### config.mk
export PLATFORM = sky130hd
export DESIGN_NAME = nw_credit_tx_flat
export DESIGN_NICKNAME = d
export VERILOG_FILES = /design/src/rtl/nw_credit_tx_if.sv /design/src/rtl/nw_credit_tx.sv /design/src/flat_wrapper.sv
export SDC_FILE = /design/constraint.sdc
export NUM_CORES = 1
export LEC_CHECK = 0
export CAP_MARGIN = 20
export CORE_UTILIZATION = 19
export DETAILED_ROUTE_END_ITERATION = 10
export PLACE_DENSITY = 0.85
export SYNTH_ARGS = -nofsm -noshare
export SYNTH_HDL_FRONTEND = slang
export SYNTH_SLANG_ARGS = --single-unit
### constraint.sdc
create_clock -name clk -period 2.1 [get_ports clk]
set_clock_uncertainty 0.15 [all_clocks]
set_input_delay 0.21 -clock clk [delete_from_list [all_inputs] [get_ports clk]]
set_output_delay 0.21 -clock clk [all_outputs]
set_load 0.05 [all_outputs]
### src/rtl/nw_credit_tx_if.sv
// Link-side bundle for nw_credit_tx: upstream pop handshake, outgoing flit link and credit return.
// Latency: none (wires only).
// Backpressure: in_pop from the transmitter is the only throttle toward the upstream register.
interface nw_credit_tx_if #(
   parameter int FLIT_W = 64
);
   logic              in_valid;
   logic [FLIT_W-1:0] in_data;
   logic              in_head;
   logic              in_tail;
   logic              in_pop;
   logic              link_valid;
   logic [FLIT_W-1:0] link_data;
   logic              link_head;
   logic              link_tail;
   logic              credit_in;

   // Driver side: upstream register plus downstream credit source
   modport master (
      output in_valid, in_data, in_head, in_tail, credit_in,
      input  in_pop, link_valid, link_data, link_head, link_tail
   );

   // Transmitter side
   modport slave (
      input  in_valid, in_data, in_head, in_tail, credit_in,
      output in_pop, link_valid, link_data, link_head, link_tail
   );
endinterface

### src/rtl/nw_credit_tx.sv
// Credit-based link transmitter with head/tail framing check; optional output register via NW_CREDIT_TX_OUTREG_EN.
// Latency: 0 cycles pass-through, 1 cycle when NW_CREDIT_TX_OUTREG_EN is defined.
// Backpressure: pops upstream only while the registered credit count is non-zero; credit_in never reaches in_pop combinationally.
module nw_credit_tx #(
   parameter int FLIT_W  = 64,
   parameter int CREDITS = 4,
   parameter int CNT_W   = $clog2(CREDITS + 1)
) (
   input  logic             clk,
   input  logic             rst_n,
   nw_credit_tx_if.slave    bus,
   output logic [CNT_W-1:0] credits_avail,
   output logic             idle,
   output logic             err_credit,
   output logic             err_frame
);

   localparam logic [CNT_W-1:0] CRED_MAX = CNT_W'(CREDITS);

   typedef enum logic {
      S_IDLE   = 1'b0,
      S_PACKET = 1'b1
   } state_t;

   logic [CNT_W-1:0] cnt_q, cnt_d;
   logic             credit_ovf;
   logic             err_credit_q;
   logic             err_frame_q;
   state_t           state_q;
   logic             send;

   // A flit leaves whenever upstream has one and the downstream buffer has a slot; held off during reset
   assign send       = rst_n && bus.in_valid && (cnt_q != '0);
   assign bus.in_pop = send;

   // Next credit count: sends consume, returns replenish, a return with nothing outstanding saturates and flags
   always_comb begin
      cnt_d      = cnt_q;
      credit_ovf = 1'b0;
      if (send && !bus.credit_in) begin
         cnt_d = cnt_q - CNT_W'(1);
      end else if (!send && bus.credit_in) begin
         if (cnt_q == CRED_MAX) begin
            credit_ovf = 1'b1;
         end else begin
            cnt_d = cnt_q + CNT_W'(1);
         end
      end
   end

   // Credit counter and sticky overflow flag; reset refills all credits even if some are outstanding
   always_ff @(posedge clk) begin
      if (!rst_n) begin
         cnt_q        <= CRED_MAX;
         err_credit_q <= 1'b0;
      end else begin
         cnt_q <= cnt_d;
         if (credit_ovf) begin
            err_credit_q <= 1'b1;
         end
      end
   end

   // Framing tracker: advances only on a sent flit; bad framing is flagged but the flit still goes out
   always_ff @(posedge clk) begin
      if (!rst_n) begin
         state_q     <= S_IDLE;
         err_frame_q <= 1'b0;
      end else if (send) begin
         case (state_q)
            S_IDLE: begin
               // A body/tail with no open packet is treated as if it had opened one
               if (!bus.in_head) begin
                  err_frame_q <= 1'b1;
               end
               state_q <= bus.in_tail ? S_IDLE : S_PACKET;
            end
            S_PACKET: begin
               // A head inside a packet restarts framing as a fresh packet
               if (bus.in_head) begin
                  err_frame_q <= 1'b1;
               end
               state_q <= bus.in_tail ? S_IDLE : S_PACKET;
            end
            default: state_q <= S_IDLE;
         endcase
      end
   end

   assign credits_avail = cnt_q;
   assign idle          = (state_q == S_IDLE) && (cnt_q == CRED_MAX);
   assign err_credit    = err_credit_q;
   assign err_frame     = err_frame_q;

`ifdef NW_CREDIT_TX_OUTREG_EN
   logic              link_valid_q;
   logic [FLIT_W-1:0] link_data_q;
   logic              link_head_q;
   logic              link_tail_q;

   // Registered link stage: the popped flit appears one cycle later, zeroed on cycles with no send
   always_ff @(posedge clk) begin
      if (!rst_n) begin
         link_valid_q <= 1'b0;
         link_data_q  <= '0;
         link_head_q  <= 1'b0;
         link_tail_q  <= 1'b0;
      end else begin
         link_valid_q <= send;
         link_data_q  <= send ? bus.in_data : '0;
         link_head_q  <= send && bus.in_head;
         link_tail_q  <= send && bus.in_tail;
      end
   end

   assign bus.link_valid = link_valid_q;
   assign bus.link_data  = link_data_q;
   assign bus.link_head  = link_head_q;
   assign bus.link_tail  = link_tail_q;
`else
   // Pass-through: fields are zero on the link whenever nothing is sent
   assign bus.link_valid = send;
   assign bus.link_data  = send ? bus.in_data : '0;
   assign bus.link_head  = send && bus.in_head;
   assign bus.link_tail  = send && bus.in_tail;
`endif

endmodule

### src/flat_wrapper.sv
// flat-port wrapper written by rule: the top's interface ports become plain ports
module nw_credit_tx_flat 
#(
   parameter int FLIT_W  = 64,
   parameter int CREDITS = 4,
   parameter int CNT_W   = $clog2(CREDITS + 1)
)
  (clk, rst_n, credits_avail, idle, err_credit, err_frame, bus_in_valid, bus_in_data, bus_in_head, bus_in_tail, bus_credit_in, bus_in_pop, bus_link_valid, bus_link_data, bus_link_head, bus_link_tail);
  nw_credit_tx_if #(.FLIT_W(FLIT_W)) bus_i ();
  input  logic clk;
  input  logic rst_n;
  output logic [CNT_W-1:0] credits_avail;
  output logic idle;
  output logic err_credit;
  output logic err_frame;
  input wire logic [$bits(bus_i.in_valid)-1:0] bus_in_valid;
  input wire logic [$bits(bus_i.in_data)-1:0] bus_in_data;
  input wire logic [$bits(bus_i.in_head)-1:0] bus_in_head;
  input wire logic [$bits(bus_i.in_tail)-1:0] bus_in_tail;
  input wire logic [$bits(bus_i.credit_in)-1:0] bus_credit_in;
  output wire logic [$bits(bus_i.in_pop)-1:0] bus_in_pop;
  output wire logic [$bits(bus_i.link_valid)-1:0] bus_link_valid;
  output wire logic [$bits(bus_i.link_data)-1:0] bus_link_data;
  output wire logic [$bits(bus_i.link_head)-1:0] bus_link_head;
  output wire logic [$bits(bus_i.link_tail)-1:0] bus_link_tail;
  assign bus_i.in_valid = bus_in_valid;
  assign bus_i.in_data = bus_in_data;
  assign bus_i.in_head = bus_in_head;
  assign bus_i.in_tail = bus_in_tail;
  assign bus_i.credit_in = bus_credit_in;
  assign bus_in_pop = bus_i.in_pop;
  assign bus_link_valid = bus_i.link_valid;
  assign bus_link_data = bus_i.link_data;
  assign bus_link_head = bus_i.link_head;
  assign bus_link_tail = bus_i.link_tail;
  nw_credit_tx #(.FLIT_W(FLIT_W), .CREDITS(CREDITS), .CNT_W(CNT_W)) u_core (.clk(clk), .rst_n(rst_n), .bus(bus_i), .credits_avail(credits_avail), .idle(idle), .err_credit(err_credit), .err_frame(err_frame));
endmodule
## Word level (Yosys, flattened, before mapping)

Index checks and enable logic that the tools add are counted.

- Register bits: 6
- Bits of input ports: 70
- Output and inout port bits: 74
- Word-level logic and storage cells: 35

- $add $sub $neg: 2
- Equal/unequal tests: 4
- Mux-type cells: 11
- Bitwise operators: 1
- Reduce and logical (&&, ||, !) cells: 13

Operators by type and width:

| cell | count |
|---|---|
| 64-bit 2-to-1 mux | 1 |
| 3-bit 2-to-1 mux | 3 |
| 1-bit logical AND | 7 |
| 1-bit 2-to-1 mux | 6 |
| 2-bit != test (second input constant) | 2 |
| 3-bit by 1-bit adder with 3-bit output (second input constant) | 1 |
| 3-bit equality test (second input constant) | 1 |
| 3-bit AND reduction | 1 |
| 3-bit nonzero test | 1 |
| 3-bit by 1-bit subtractor with 3-bit output (second input constant) | 1 |
| 1-bit logical NOT | 2 |
| 2-bit by 1-bit != test with 1-bit output (second input constant) | 1 |
| 1-bit one-hot mux with 2 select lines | 1 |
| 2-bit AND reduction | 1 |
| 2-bit nonzero test | 1 |
| 1-bit inverter | 1 |

## Longest topological paths before layout

- Depth in word-level cells: 6
- Depth in mapped cells: 8
- Depth with buffers taken out: 7

## Worst setup path after synthesis

Ideal clock, no wire load.

- Path type: register to register
- Start point: reg u_core.cnt_q[1] (netlist: u_core.credits_avail[1])
- End point: reg u_core.cnt_q[2] (netlist: u_core.credits_avail[2])
- Library setup time: 0.127 ns
- Arrival time: 2.489 ns
- Data required time: 1.823 ns
- Slack: -0.666 ns
- Stages on the path, launching flop included: 9
- Buffers on the path: 1
- Period minus slack after synthesis: 2.766 ns
- Cell sequence: dfxtp_1 o311a_4 buf_2 ha_1 xor2_1 ha_1 a21oi_1 nor4b_1 nor4_1

- Word-level cells in the longest chain between the ends: 6
- Elaborated cells on any way between the ends: 14
- Classes of those cells: 2 x add/sub; 2 x eq/ne; 3 x mux; 7 x reduce/logical

Ends and longest elaborated chain:

| item | RTL line | source |
|---|---|---|
| from (decl) | nw_credit_tx.sv:25 | `logic [CNT_W-1:0] cnt_q, cnt_d;` |
| from (signal assigned) | nw_credit_tx.sv:57 | `cnt_q <= cnt_d;` |
| 3-bit nonzero test * | nw_credit_tx.sv:33 | `assign send = rst_n && bus.in_valid && (cnt_q != '0);` |
| 1-bit logical AND * | nw_credit_tx.sv:33 |  |
| named net bus_in_pop | flat_wrapper.sv:21 | `output wire logic [$bits(bus_i.in_pop)-1:0] bus_in_pop;` |
| 1-bit logical NOT | nw_credit_tx.sv:42 | `end else if (!send && bus.credit_in) begin` |
| 1-bit logical AND | nw_credit_tx.sv:42 |  |
| 2-bit nonzero test (no line) | - |  |
| 2-bit AND reduction (no line) | - |  |

The timed path passes the listed nets; every way through them passes the cells marked *. The select of a mux whose other input is x is not followed.
A chain may end at the register's enable or synchronous reset.

## Worst setup path after layout

- Start point: reg u_core.cnt_q[2] (netlist: u_core.credits_avail[2])
- End point: reg u_core.cnt_q[1] (netlist: u_core.credits_avail[1])

- Elaborated cells on any way between the ends: 10
- Classes of those cells: 2 x eq/ne; 1 x mux; 7 x reduce/logical

RTL lines:

| item | RTL line | source |
|---|---|---|
| 3-bit nonzero test | nw_credit_tx.sv:33 |  |
| 1-bit logical AND | nw_credit_tx.sv:33 |  |
| 1-bit logical AND | nw_credit_tx.sv:40 | `if (send && !bus.credit_in) begin` |
| 3-bit 2-to-1 mux | nw_credit_tx.sv:40 |  |
| named net u_core.cnt_d[1] | nw_credit_tx.sv:25 |  |

The timed path passes the listed nets, and every way through them passes these cells.

==> impl_metrics.ini <==
[run_status]
status = complete, no violations

[floorplanning]
std_cell_rows = 24
fp.dieW_um = 69.12
start_util = 0.1966
ios = 144
die_y_um = 69.12
die_area_um2 = 4777
core_um2 = 4354

[layout]
finalNetCount = 338
drive_gt1_frac = 0.3536
antenna_cells = 0
design_area_um2 = 3181
area_delta_synth_final_pct = 271.6
n_fill_cell = 277

[global_routing]
grt_start_max_net_pins = 44
grtUsageTotal = 0.1679
grt_pass1_wl_um = 6479
antenna_found_initial = 0
first_global_vias = 1389
grt_overflow = 0

[yosys]
synth_seq_cells = 6
ys_async_sr_fraction = 0
synthTopCellsByCount = 66 x and2_1, 6 x dfxtp_1, 5 x clkbuf_1, 4 x ha_1
synth_edf_count = 0
syn_area_per_cell_um2 = 7.442
synth_ff_type = dfxtp_1
synth_nets = 189
netlist_area_um2 = 855.8
netlist_instances = 115
yosysWarnings = 0
ys_top_cells_by_area = and2_1 48%, dfxtp_1 14%, ha_1 5.8%
synth.most_common_cell = and2_1
ys_seq_area_frac = 0.1404
synth_top_area_share = 0.4825
yosysTopAreaCell = and2_1
synth_cell_types = 28

[timing]
max_freq_mhz = 491.1
fin_crit_ns = 2.036
hold_violations = 0
finalCritPeriodShare = 0.9696
slew_viol_final = 0
fin_hold_ws_ns = 0.3359
worst_pin_slew_ns = 0.5047
slew_headroom = 0.6625
setup_violations = 0

[detailed_routing]
dr.pass1.iters = 4
wl_um = 4119
detail_route.wl_per_cell_um = 13.08
vias_per_cell = 4.248
vias = 1338
drt.antenna.violating_nets = 0
first_iter_violations = 32
drc = 0

[pwr]
vdd_ir_drop_max_mv = 0.2631
power_density_nw_per_um2 = 359.4
leakage_nw = 1.324

[cts]
clock_sinks = 6
cts_max_path_buffers = 2
htree_num_levels = 1
cts_buffers = 3
clk_latency_ns = 0.23
root_buffer = clkbuf_8
clk_pin_slew_ns = 0.04
cts_tree = yes

[placement]
dp_hpwl_um = 3555
port_buffers = 143
gp_congestion = 0.7502
placed_cell_area_um2 = 3078

[worst_setup_path]
reg2reg_to = u_core.credits_avail[1]
ff2ff_path_depth = 7
worstPathMaxFanout = 5
startpoint_type = register
ff2ff_setup_slack_ns = 0.06
critPathKind = register to register
required_ns = 2.12
critPathLaunch = u_core.credits_avail[2]
endpoint_kind = register
crit_path_end = u_core.credits_avail[1]
worst_ep_arrival_time_ns = 2.05
rr_startpoint = u_core.credits_avail[2]

[job]
drv_cap = 0

[worst_hold_path]
hold_path.class = register to register
-- cell families (layout without fill, tap and decap cells) --
kind of cell / after synthesis / in the layout / synth area share
AND/OR/NAND/NOR: 83 / 83 / 0.6345
buffers and inverters: 12 / 160 / 0.06872
AO/OA/AOI/OAI: 7 / 7 / 0.06578
flip-flops: 6 / 6 / 0.1404
adder cells (fa/ha/maj): 4 / 4 / 0.05848
XOR/XNOR: 2 / 2 / 0.02047
multiplexers: 1 / 1 / 0.01170
-- cell type report --
cell class	instances	area (um2)	area share
well taps	52	65.06	0.02046
repair buffers	153	2201	0.6920
multi-input cells	97	726.9	0.2286
inverters	3	11.26	0.003541
flip-flops and latches	6	131.4	0.04131
clock buffers	4	45.04	0.01416
-- where the power goes --
group / internal (W) / switching, W
Combinational: 0.000425 / 0.000402
Clock: 0.000131 / 0.0000569
Sequential: 0.000121 / 0.00000611
-- worst max-delay path, cell delays in order (launching register included) --
cell and delay (ns):
dfxtp_4 0.35, o311a_4 0.40, ha_4 0.17, xor2_1 0.14, ha_1 0.28, inv_1 0.05, o31ai_1 0.27, and2_1 0.16
-- placed cells by master, fill, tap and decap left out, drive strengths merged --
| cell type | count |
|---|---|
| or3 | 1 |
| xnor2 | 1 |
| nor4b | 3 |
| o21ai | 1 |
| ha | 4 |
| nand3b | 2 |
| clkdlybuf4s50 | 74 |
| inv | 3 |
| nand2 | 2 |
| and2 | 67 |
| or3b | 1 |
| xor2 | 1 |
| nor2b | 2 |
| and3b | 1 |
| a21oi | 3 |
| a21boi | 1 |
| o311a | 1 |
| nor2 | 1 |
| clkbuf | 4 |
| buf | 79 |
| dfxtp | 6 |
| nand3 | 1 |
| mux2i | 1 |
| o31ai | 1 |
| nor4 | 2 |
-- registers in the layout, indices dropped and copies added (netlist names) --
name                  count
u_core.err_frame          1
u_core.state_q            1
u_core.err_credit         1
u_core.credits_avail      3
-- layer usage --
| layer | share of wire | track usage | vias to the layer above | wire length, um |
|---|---|---|---|---|
| li1 | - | - | 659 | - |
| met1 | 0.34 | 0.1642 | 605 | 1404 |
| met2 | 0.57 | 0.3344 | 64 | 2361 |
| met3 | 0.067 | 0.04386 | 10 | 275 |
| met4 | 0.019 | 0.05442 | 0 | 77 |
| met5 | 0 | 0 | - | 0 |
-- metrics by stage --
step	TNS [ns]	cells	utilization	power, W	setup slack [ns]
after floorplan	-0.2112	115	-	0.0004974	-0.1708
after global placement	-0.01422	308	0.7069	0.0009335	-0.01422
after detailed placement	-0.08742	308	0.7069	0.0009463	-0.08155
after CTS	0	312	0.7172	0.001136	0.01165
after global routing	-0.01851	315	0.7305	0.001189	-0.01851
final	0	315	0.7305	0.001143	0.06380
-- worst min path at each step --
stage,slack [ns],endpoint,cells past startpoint,start
2_1_floorplan,0.32,u_core.err_frame,3,bus_in_head
4_1_cts,0.35,u_core.err_frame,2,u_core.err_frame
3_5_place_dp,0.34,u_core.err_frame,2,u_core.err_frame
5_1_grt,0.39,u_core.err_credit,2,u_core.err_credit
6_report,0.34,u_core.err_frame,2,u_core.err_frame
3_3_place_gp,0.33,u_core.err_frame,2,u_core.err_frame
-- timing repair --
| item | 4_1_cts | 5_1_grt |
|---|---|---|
| setup buffers | 0 | 3 |
| gates resized for setup | 0 | 6 |
| setup endpoints to repair | 0 | 1 |
| hold endpoints to repair | 0 | 0 |
| hold buffers | 0 | 0 |
(Power assumes the default switching activity.)
